[src/rtl/manejo_ventana_deslizante.sv]
// Sliding-window row manager: fetches image rows over a request/complete handshake and keeps
// the last FILAS_VENTANA rows of the current column, walking columns left to right.
module manejo_ventana_deslizante #(
  parameter int unsigned BITS_FILA          = 64,
  parameter int unsigned FILAS_VENTANA      = 5,
  parameter int unsigned FILAS_IMAGEN       = 256,
  parameter int unsigned COLUMNAS_IMAGEN    = 32,
  parameter int unsigned BITS_DIRECCION_MEM = 17,
  parameter int unsigned DIRECCION_INICIAL  = 0,
  parameter int unsigned SUMA_SIG_FILA      = 256,
  parameter int unsigned SUMA_SIG_COLUMNA   = 1
) (
  input  logic                               clk,
  input  logic                               reset,
  input  logic                               iniciar_proceso,
  input  logic                               actualizar_ventana,
  input  logic [BITS_FILA-1:0]               datos_mem,
  input  logic                               transaccion_mem_completada,
  output logic [FILAS_VENTANA*BITS_FILA-1:0] ventana,
  output logic                               leer_mem,
  output logic                               liberar_bus_mem,
  output logic [BITS_DIRECCION_MEM-1:0]      direccion_mem,
  output logic                               ventana_lista,
  output logic                               fin_columna,
  output logic                               fin_imagen
);

  localparam int unsigned BitsCarg = $clog2(FILAS_VENTANA + 1);
  localparam int unsigned BitsLeid = $clog2(FILAS_IMAGEN + 1);
  localparam int unsigned BitsCol  = $clog2(COLUMNAS_IMAGEN + 1);
  localparam int unsigned BitsVen  = FILAS_VENTANA * BITS_FILA;

  localparam logic [BitsCarg-1:0]           MaxCarg  = BitsCarg'(FILAS_VENTANA);
  localparam logic [BitsLeid-1:0]           MaxLeid  = BitsLeid'(FILAS_IMAGEN);
  localparam logic [BitsCol-1:0]            UltCol   = BitsCol'(COLUMNAS_IMAGEN - 1);
  localparam logic [BITS_DIRECCION_MEM-1:0] DirIni   = BITS_DIRECCION_MEM'(DIRECCION_INICIAL);
  localparam logic [BITS_DIRECCION_MEM-1:0] PasoFila = BITS_DIRECCION_MEM'(SUMA_SIG_FILA);
  localparam logic [BITS_DIRECCION_MEM-1:0] PasoCol  = BITS_DIRECCION_MEM'(SUMA_SIG_COLUMNA);

  typedef enum logic [2:0] {
    StReposo  = 3'd0,
    StLeer    = 3'd1,
    StLiberar = 3'd2,
    StLista   = 3'd3,
    StFin     = 3'd4
  } estado_e;

  estado_e                       estado_q, estado_d;
  logic [BITS_DIRECCION_MEM-1:0] dir_q, dir_d;
  logic [BITS_DIRECCION_MEM-1:0] base_q, base_d;
  logic [BitsCarg-1:0]           carg_q, carg_d;
  logic [BitsLeid-1:0]           leid_q, leid_d;
  logic [BitsCol-1:0]            col_q, col_d;
  logic [BitsVen-1:0]            ven_q, ven_d;

  always_comb begin
    estado_d = estado_q;
    dir_d    = dir_q;
    base_d   = base_q;
    carg_d   = carg_q;
    leid_d   = leid_q;
    col_d    = col_q;
    ven_d    = ven_q;
    unique case (estado_q)
      StReposo: begin
        if (iniciar_proceso) begin
          dir_d    = base_q;
          carg_d   = '0;
          leid_d   = '0;
          estado_d = StLeer;
        end
      end
      StLeer: begin
        if (transaccion_mem_completada) begin
          // Oldest row sits in the low slice; new row enters at the top.
          ven_d  = {datos_mem, ven_q[BitsVen-1:BITS_FILA]};
          dir_d  = dir_q + PasoFila;
          leid_d = leid_q + 1'b1;
          if (carg_q != MaxCarg) begin
            carg_d = carg_q + 1'b1;
          end
          estado_d = StLiberar;
        end
      end
      StLiberar: begin
        estado_d = (carg_q < MaxCarg) ? StLeer : StLista;
      end
      StLista: begin
        if (actualizar_ventana) begin
          estado_d = (leid_q < MaxLeid) ? StLeer : StFin;
        end
      end
      StFin: begin
        if (col_q == UltCol) begin
          col_d  = '0;
          base_d = DirIni;
        end else begin
          col_d  = col_q + 1'b1;
          base_d = base_q + PasoCol;
        end
        estado_d = StReposo;
      end
      default: estado_d = StReposo;
    endcase
  end

  always_ff @(posedge clk) begin
    if (!reset) begin
      estado_q <= StReposo;
      dir_q    <= DirIni;
      base_q   <= DirIni;
      carg_q   <= '0;
      leid_q   <= '0;
      col_q    <= '0;
      ven_q    <= '0;
    end else begin
      estado_q <= estado_d;
      dir_q    <= dir_d;
      base_q   <= base_d;
      carg_q   <= carg_d;
      leid_q   <= leid_d;
      col_q    <= col_d;
      ven_q    <= ven_d;
    end
  end

  // Moore outputs decoded straight from registered state.
  assign ventana         = ven_q;
  assign direccion_mem   = dir_q;
  assign leer_mem        = (estado_q == StLeer);
  assign liberar_bus_mem = (estado_q == StLiberar);
  assign ventana_lista   = (estado_q == StLista);
  assign fin_columna     = (estado_q == StFin);
  assign fin_imagen      = (estado_q == StFin) && (col_q == UltCol);

endmodule

[config.mk]
export PLATFORM = sky130hd
export DESIGN_NAME = manejo_ventana_deslizante
export DESIGN_NICKNAME = d
export VERILOG_FILES = /design/src/rtl/manejo_ventana_deslizante.sv
export SDC_FILE = /design/constraint.sdc
export NUM_CORES = 1
export LEC_CHECK = 0
export CAP_MARGIN = 20
export CORE_UTILIZATION = 45
export CTS_CLUSTER_DIAMETER = 40
export DETAILED_ROUTE_END_ITERATION = 12
export PLACE_DENSITY = 0.77
export SYNTH_ARGS = -nofsm -noshare
export SYNTH_HDL_FRONTEND = slang
export SYNTH_SLANG_ARGS = --single-unit
export TNS_END_PERCENT = 10
[constraint.sdc]
create_clock -name clk -period 2 [get_ports clk]
set_input_delay 0.2 -clock clk [delete_from_list [all_inputs] [get_ports clk]]
set_output_delay 0.2 -clock clk [all_outputs]
set_load 0.02 [all_outputs]
==> impl_metrics.ini, run 1 <==
[route]
routed_wirelength_mm = 42.0
drt_pre_antenna_iters = 5
post_drt_via_cell_ratio = 5.18
drt_iter0_drc = 1025
drc_errors = 0
wl_per_cell_um = 16.7
routed-via-count = 13015
drtAntennaViolNets = 0

[synthesis]
synth_top_cell_by_area = dfxtp_1
avgSynthCellArea_sq_um = 8.08
yosysSeqAreaShare_pct = 54.6
ys_warn_count = 0
ys_ff_latch = 375
synth-edff-count = 0
async_flop_share_pct = 0
syn_nets = 1778
synth_area_sq_mm = 0.0138
yosysTopAreaCellShare_pct = 54.6
synth_ff_type = dfxtp_1
netlist_top_cells_area = dfxtp_1, nand2_1, a21oi_1, buf_6, clkbuf_1
yosysUniqueCellTypes = 53
synth_cells = 1703

[grt]
antenna_found_initial = 0
grt_pass1_wl_mm = 64.0
grt_max_degree = 189
grt_overflow = 0
gr-usage-all-layers_pct = 25.7
grt_pass1_vias = 12045

[critical_path]
critical_path_class = flip-flop to output pin
critPathMaxFanout = 2
crit_path_start_kind = flip-flop
reg2reg_setup_slack_ns = 0.14
crit_arrival_ns = 1.77
cp-end-kind = output pin
crit_required_ns = 1.80

[status]
status = complete, no violations

[layout]
antennaDiodeCount = 0
area_delta_synth_final_pct = 45.7
nFillCells = 2345
multi_input_comb_area_sq_mm = 0.00554
drive_gt1_share_pct = 7.82
final_nets = 2158
fin_cells = 2513
seq_area_sq_mm = 0.00751

[placed_design]
buffer_ports.inserted = 410
dp_slack_ns = 0.00313
post-place-cells = 2421
gp_congestion = 0.858
dpl.hpwl_mm = 29.3

[sta]
max-slew-margin-rel_pct = 37.9
setup_viol_count_final = 0
rsz0062_at_grt = yes
worst_slew_pin_slew_ns = 0.932
finalClockSkew_ns = 0.0263
fin_crit_ns = 1.97
setup_ws_ns = 0.0284
hold_viol = 0
max_clock_freq_ghz = 0.507
slew_viol_final = 0
layout_worst_path_cycle_share_pct = 98.6

[pwr]
power_mw = 18.3
switching_power_mw = 4.10
pwr-share-comb_pct = 6.1
p_int_mw = 14.2
powerDensity_mw_per_mm2 = 912
seqPwrFrac_pct = 41.7
p_leak_nw = 6.76
vdd_drop_max_mv = 0.687
clkPwrFrac_pct = 52.2
swShare_pct = 22.4

[die]
core_area_sq_mm = 0.0299
rows = 63
dieHeight_um = 177
die_w_um = 177
start_util_pct = 46.0
ios = 411
dieArea_sq_mm = 0.0313

[clock_network]
cts-root-buf = clkbuf_16
postCtsHoldBufs = 0
ctsHtreeMaxLevel = 2
clock_latency_ns = 0.55
clock-sinks = 375
clk_pin_slew_ns = 0.06
cts_tree = yes
cts_made_buffers = 49
cts_buffer_depth = 3

[min_path]
min_path_type = input port to flip-flop

[run]
maxCapViolCount = 0
[synthesized netlist by cell type, types with 3 or more instances]
master,n
a21oi_1,336
a21oi_2,10
and2_1,6
and3_1,4
and4_1,4
buf_2,8
buf_6,31
clkbuf_1,80
dfxtp_1,375
ha_1,6
mux2i_1,4
nand2_1,678
nand2_2,11
nand3_1,12
nand4_1,17
nor2_1,28
nor3_1,4
nor3b_1,4
o211ai_1,4
o21ai_0,11
o22ai_1,4
or2_2,3
or3_1,3
or4_1,7
xnor2_1,5
xor2_1,16
[power by group through the flow]
| stage | Combinational [mW] | Sequential [mW] | Clock [mW] |
|---|---|---|---|
| finish | 1.11 | 7.63 | 9.54 |
| global route | 1.19 | 7.64 | 9.99 |
| CTS | 1.11 | 7.63 | 9.66 |
| detailed placement | 1.11 | 7.79 | 0 |
| global placement | 1.09 | 7.79 | 0 |
| floorplan | 0.543 | 7.87 | 0 |
[per-layer routing]
layer / vias to the layer above / track usage [%] / wire length, um
met5: - / 0 / 0
met4: 0 / 15.8 / 2640
met3: 138 / 5.18 / 2780
met2: 492 / 42.6 / 20000
met1: 6033 / 30.7 / 16600
li1: 6352 / - / -
[final cells by class]
class	instances	area share [%]
clock inverter	28	2.20
timing repair buffer	452	23.3
multi-input combinational	1201	27.6
inverter	4	0.112
sequential	375	37.5
clock buffer	63	6.84
tap	390	2.43
[timing repair]
action | 4_1_cts | 5_1_grt
setup buffers | 0 | 1
gates resized for setup | 10 | 12
endpoints found under the setup margin | 5 | 3
endpoints found under the hold margin | 0 | 0
pin swaps | 0 | 2
[path summary, 6_finish.rpt]
kind | startpoint | to | depth (start not counted)
setup / recovery | col_q[0] | fin_imagen | 5
hold / removal | datos_mem[40] | ventana[296] | 3
setup reg to reg | col_q[0] | base_q[13] | 7
hold reg to reg | ventana[123] | ventana[59] | 2
[critical path: stages, from the launching register on]
cell and delay (ns):
dfxtp_2 0.35, ha_4 0.14, and4b_1 0.23, nand3_2 0.12, nor3b_4 0.24, buf_6 0.15
[state kept, by name (all words and copies together) (netlist names)]
register       count
carg_q             3
ventana          320
leid_q             9
col_q              6
estado_q           3
direccion_mem     17
base_q            17
[cell families (layout without fill, tap and decap cells)]
family | Yosys count | in the layout | share of synthesized area (%)
simple gates | 792 | 792 | 23.4
fa+ha+maj | 6 | 6 | 0.546
compound gates | 377 | 377 | 14.4
flops | 375 | 375 | 54.6
buf+inv | 127 | 547 | 5.46
xor+xnor | 21 | 21 | 1.34
mux | 5 | 5 | 0.373
[stage by stage]
stage / setup TNS, ns / hold slack, ns / cell area [sq um] / util (%)
CTS: -0.212 / 0.181 / 20000 / 67.0
detailed placement: 0 / 0.446 / 18200 / 60.9
floorplan: 0 / 0.336 / 13800 / -
global route: -0.0449 / 0.198 / 20000 / 67.1
global placement: -0.0457 / 0.441 / 18200 / 60.9
finish: 0 / 0.198 / 20000 / 67.1
[placed cells by master (no fill, tap or decap), types with 3 or more instances in the layout]
cell,Yosys,layout
nand2_1,678,677
clkdlybuf4s50_1,0,405
dfxtp_1,375,373
a21oi_1,336,336
clkbuf_16,0,51
nor2_1,28,28
buf_4,1,22
buf_12,1,20
nand4_1,17,17
xor2_1,16,16
nand2_2,11,11
nand3_1,12,11
o21ai_0,11,11
a21oi_2,10,10
bufinv_16,0,10
or4_1,7,7
clkbuf_1,80,7
clkinvlp_4,0,6
and2_1,6,5
xnor2_1,5,5
ha_1,6,5
inv_6,0,5
clkbuf_8,0,5
and4_1,4,4
and3_1,4,4
o211ai_1,4,4
mux2i_1,4,4
nor3_1,4,4
o22ai_1,4,4
or2_2,3,3
or3_1,3,3
clkinv_2,0,3
clkinv_4,0,3
Power figures use the tool's default switching activity.
==> run 2: changes to the inputs <==
Settings changed: CAP_MARGIN 20 to not set, CTS_CLUSTER_DIAMETER 40 to 30, SKIP_CTS_REPAIR_TIMING set to 1.
==> run 2 against run 1 <==
Compared with the run above: the flow now finishes with violations (negative setup slack); clock power up 30%; sequential cell count did not move; total power is 16% higher; cell area is 3.6% higher; final cell count increased by 1.6%; register-to-register slack about the same; worst setup slack worse by 0.059 ns; first-iteration DRC count shrank 9.4%; critical path type unchanged; largest cell class unchanged.
==> impl_metrics.ini, run 2 (synthesis results as in run 1) <==
[placed_design]
post-place-cells = 2421
gp_congestion = 0.858
buffer_ports.inserted = 410
dpl.hpwl_mm = 29.3
dp_slack_ns = 0.00313

[critical_path]
cp_slowest_cell = dfxtp_1
critical_path_class = flip-flop to output pin
cp-end-kind = output pin
crit_required_ns = 1.80
cpPeakStageDelay_ns = 0.35
worstPathCellList = ha_2 -> and4b_1 -> nand3_2 -> nor3b_2 -> buf_4
critPathMaxFanout = 3
crit_path_start_kind = flip-flop
crit_arrival_ns = 1.83

[clock_network]
ctsHtreeMaxLevel = 3
cts-root-buf = clkbuf_16
cts_tree = yes
clock_latency_ns = 0.56
cts_made_buffers = 74
clock-sinks = 375
cts_buffer_depth = 3
clk_pin_slew_ns = 0.05

[sta]
setup_viol_count_final = 1
finalClockSkew_ns = 0.0227
fin_crit_ns = 2.03
rsz0062_at_grt = yes
hold_viol = 0
slew_viol_final = 0
worst_slew_pin_slew_ns = 0.902
max_clock_freq_ghz = 0.492
max-slew-margin-rel_pct = 39.9
layout_worst_path_cycle_share_pct = 102
setup_ws_ns = -0.0306

[layout]
largest_reg_flops = 320
area_delta_synth_final_pct = 51.0
drive_gt1_share_pct = 9.25
antennaDiodeCount = 0
final_common_cell = nand2_1
final_nets = 2182
nFillCells = 2271
final_cell_mix = nand2_1, clkdlybuf4s50_1, dfxtp_1
fin_cells = 2552

[grt]
gr-usage-all-layers_pct = 26.3
antenna_found_initial = 0
grt_max_degree = 189
grt_pass1_vias = 12275
grt_pass1_wl_mm = 65.4
grt_overflow = 0

[route]
routed_wirelength_mm = 42.9
post_drt_via_cell_ratio = 5.17
routed-via-count = 13186
drtAntennaViolNets = 0
drt_pre_antenna_iters = 5
drt_iter0_drc = 929
wl_per_cell_um = 16.8
drc_errors = 0

[pwr]
powerDensity_mw_per_mm2 = 1020
p_leak_nw = 7.18
vdd_drop_max_mv = 0.822

[die]
die_w_um = 177
start_util_pct = 46.0
dieHeight_um = 177
dieArea_sq_mm = 0.0313
ios = 411
rows = 63
core_area_sq_mm = 0.0299

[status]
status = finished with violations
violations = negative setup slack

[min_path]
min_path_type = input port to flip-flop

[run]
maxCapViolCount = 0
==> run 2: changes by cell type in the layout (fill, tap and decap cells not counted), moves of 3 or more <==
cell and change:
dlymetal6s2s_1 +4, clkinv_2 +7, clkbuf_16 +25, clkbuf_8 +6
clkinv_8 +3
==> run 2: critical path: cells and delay by family, from the launching register on <==
| kind | cells | cell delay [ns] |
|---|---|---|
| fa+ha+maj | 1 | 0.19 |
| flops | 1 | 0.35 |
| buf+inv | 1 | 0.18 |
| simple gates | 3 | 0.59 |
==> run 2: layout make-up <==
cell class	count	area (sq um)	share of cell area [%]
inverters	4	22.5	0.108
repair buffers	451	4670	22.5
well taps	390	488	2.35
flip-flops and latches	375	7510	36.2
clock inverters	35	470	2.27
clock buffers	96	2090	10.1
multi-input cells	1201	5520	26.6
==> run 2: stage by stage <==
step / cell area, sq um / TNS (ns) / power [mW] / util, % / hold slack, ns
2_1_floorplan: 13800 / 0 / 8.41 / - / 0.336
3_3_place_gp: 18200 / -0.0457 / 8.88 / 60.9 / 0.441
3_5_place_dp: 18200 / 0 / 8.90 / 60.9 / 0.446
4_1_cts: 20700 / -1.55 / 21.3 / 69.4 / 0.179
5_1_grt: 20800 / -0.110 / 21.8 / 69.5 / 0.197
6_report: 20800 / -0.0306 / 21.1 / 69.5 / 0.198
==> run 2: power breakdown <==
group          internal, mW  leakage, nW  total (mW)  switching (mW)
Sequential             7.58         3.03        7.65          0.0732
Clock                  8.41         1.25        12.4            3.98
Combinational         0.444         2.91        1.11           0.667
Total                  16.4         7.18        21.1            4.72
==> run 2: final timing paths <==
check                     start  cells past startpoint  slack, ns            to
hold / removal    datos_mem[18]                      3       0.20  ventana[274]
setup reg to reg    estado_q[1]                      7       0.15   ventana[86]
hold reg to reg    ventana[138]                      2       0.45   ventana[74]
setup / recovery       col_q[1]                      5      -0.03    fin_imagen
==> run 2: routing by layer <==
| metal | global-route usage [%] | share of wire (%) | up-vias |
|---|---|---|---|
| met1 | 30.7 | 40 | 6191 |
| met4 | 12.8 | 4.1 | 0 |
| met5 | 0 | 0 | - |
| li1 | - | - | 6410 |
| met3 | 5.03 | 6.1 | 111 |
| met2 | 45.9 | 50 | 474 |
==> run 3: changes to the inputs <==
Settings changed: CAP_MARGIN set to 20, TNS_END_PERCENT 10 to 20.
==> results of run 3 <==
No change in the layout: final DEF, timing and power equal those of run 2.
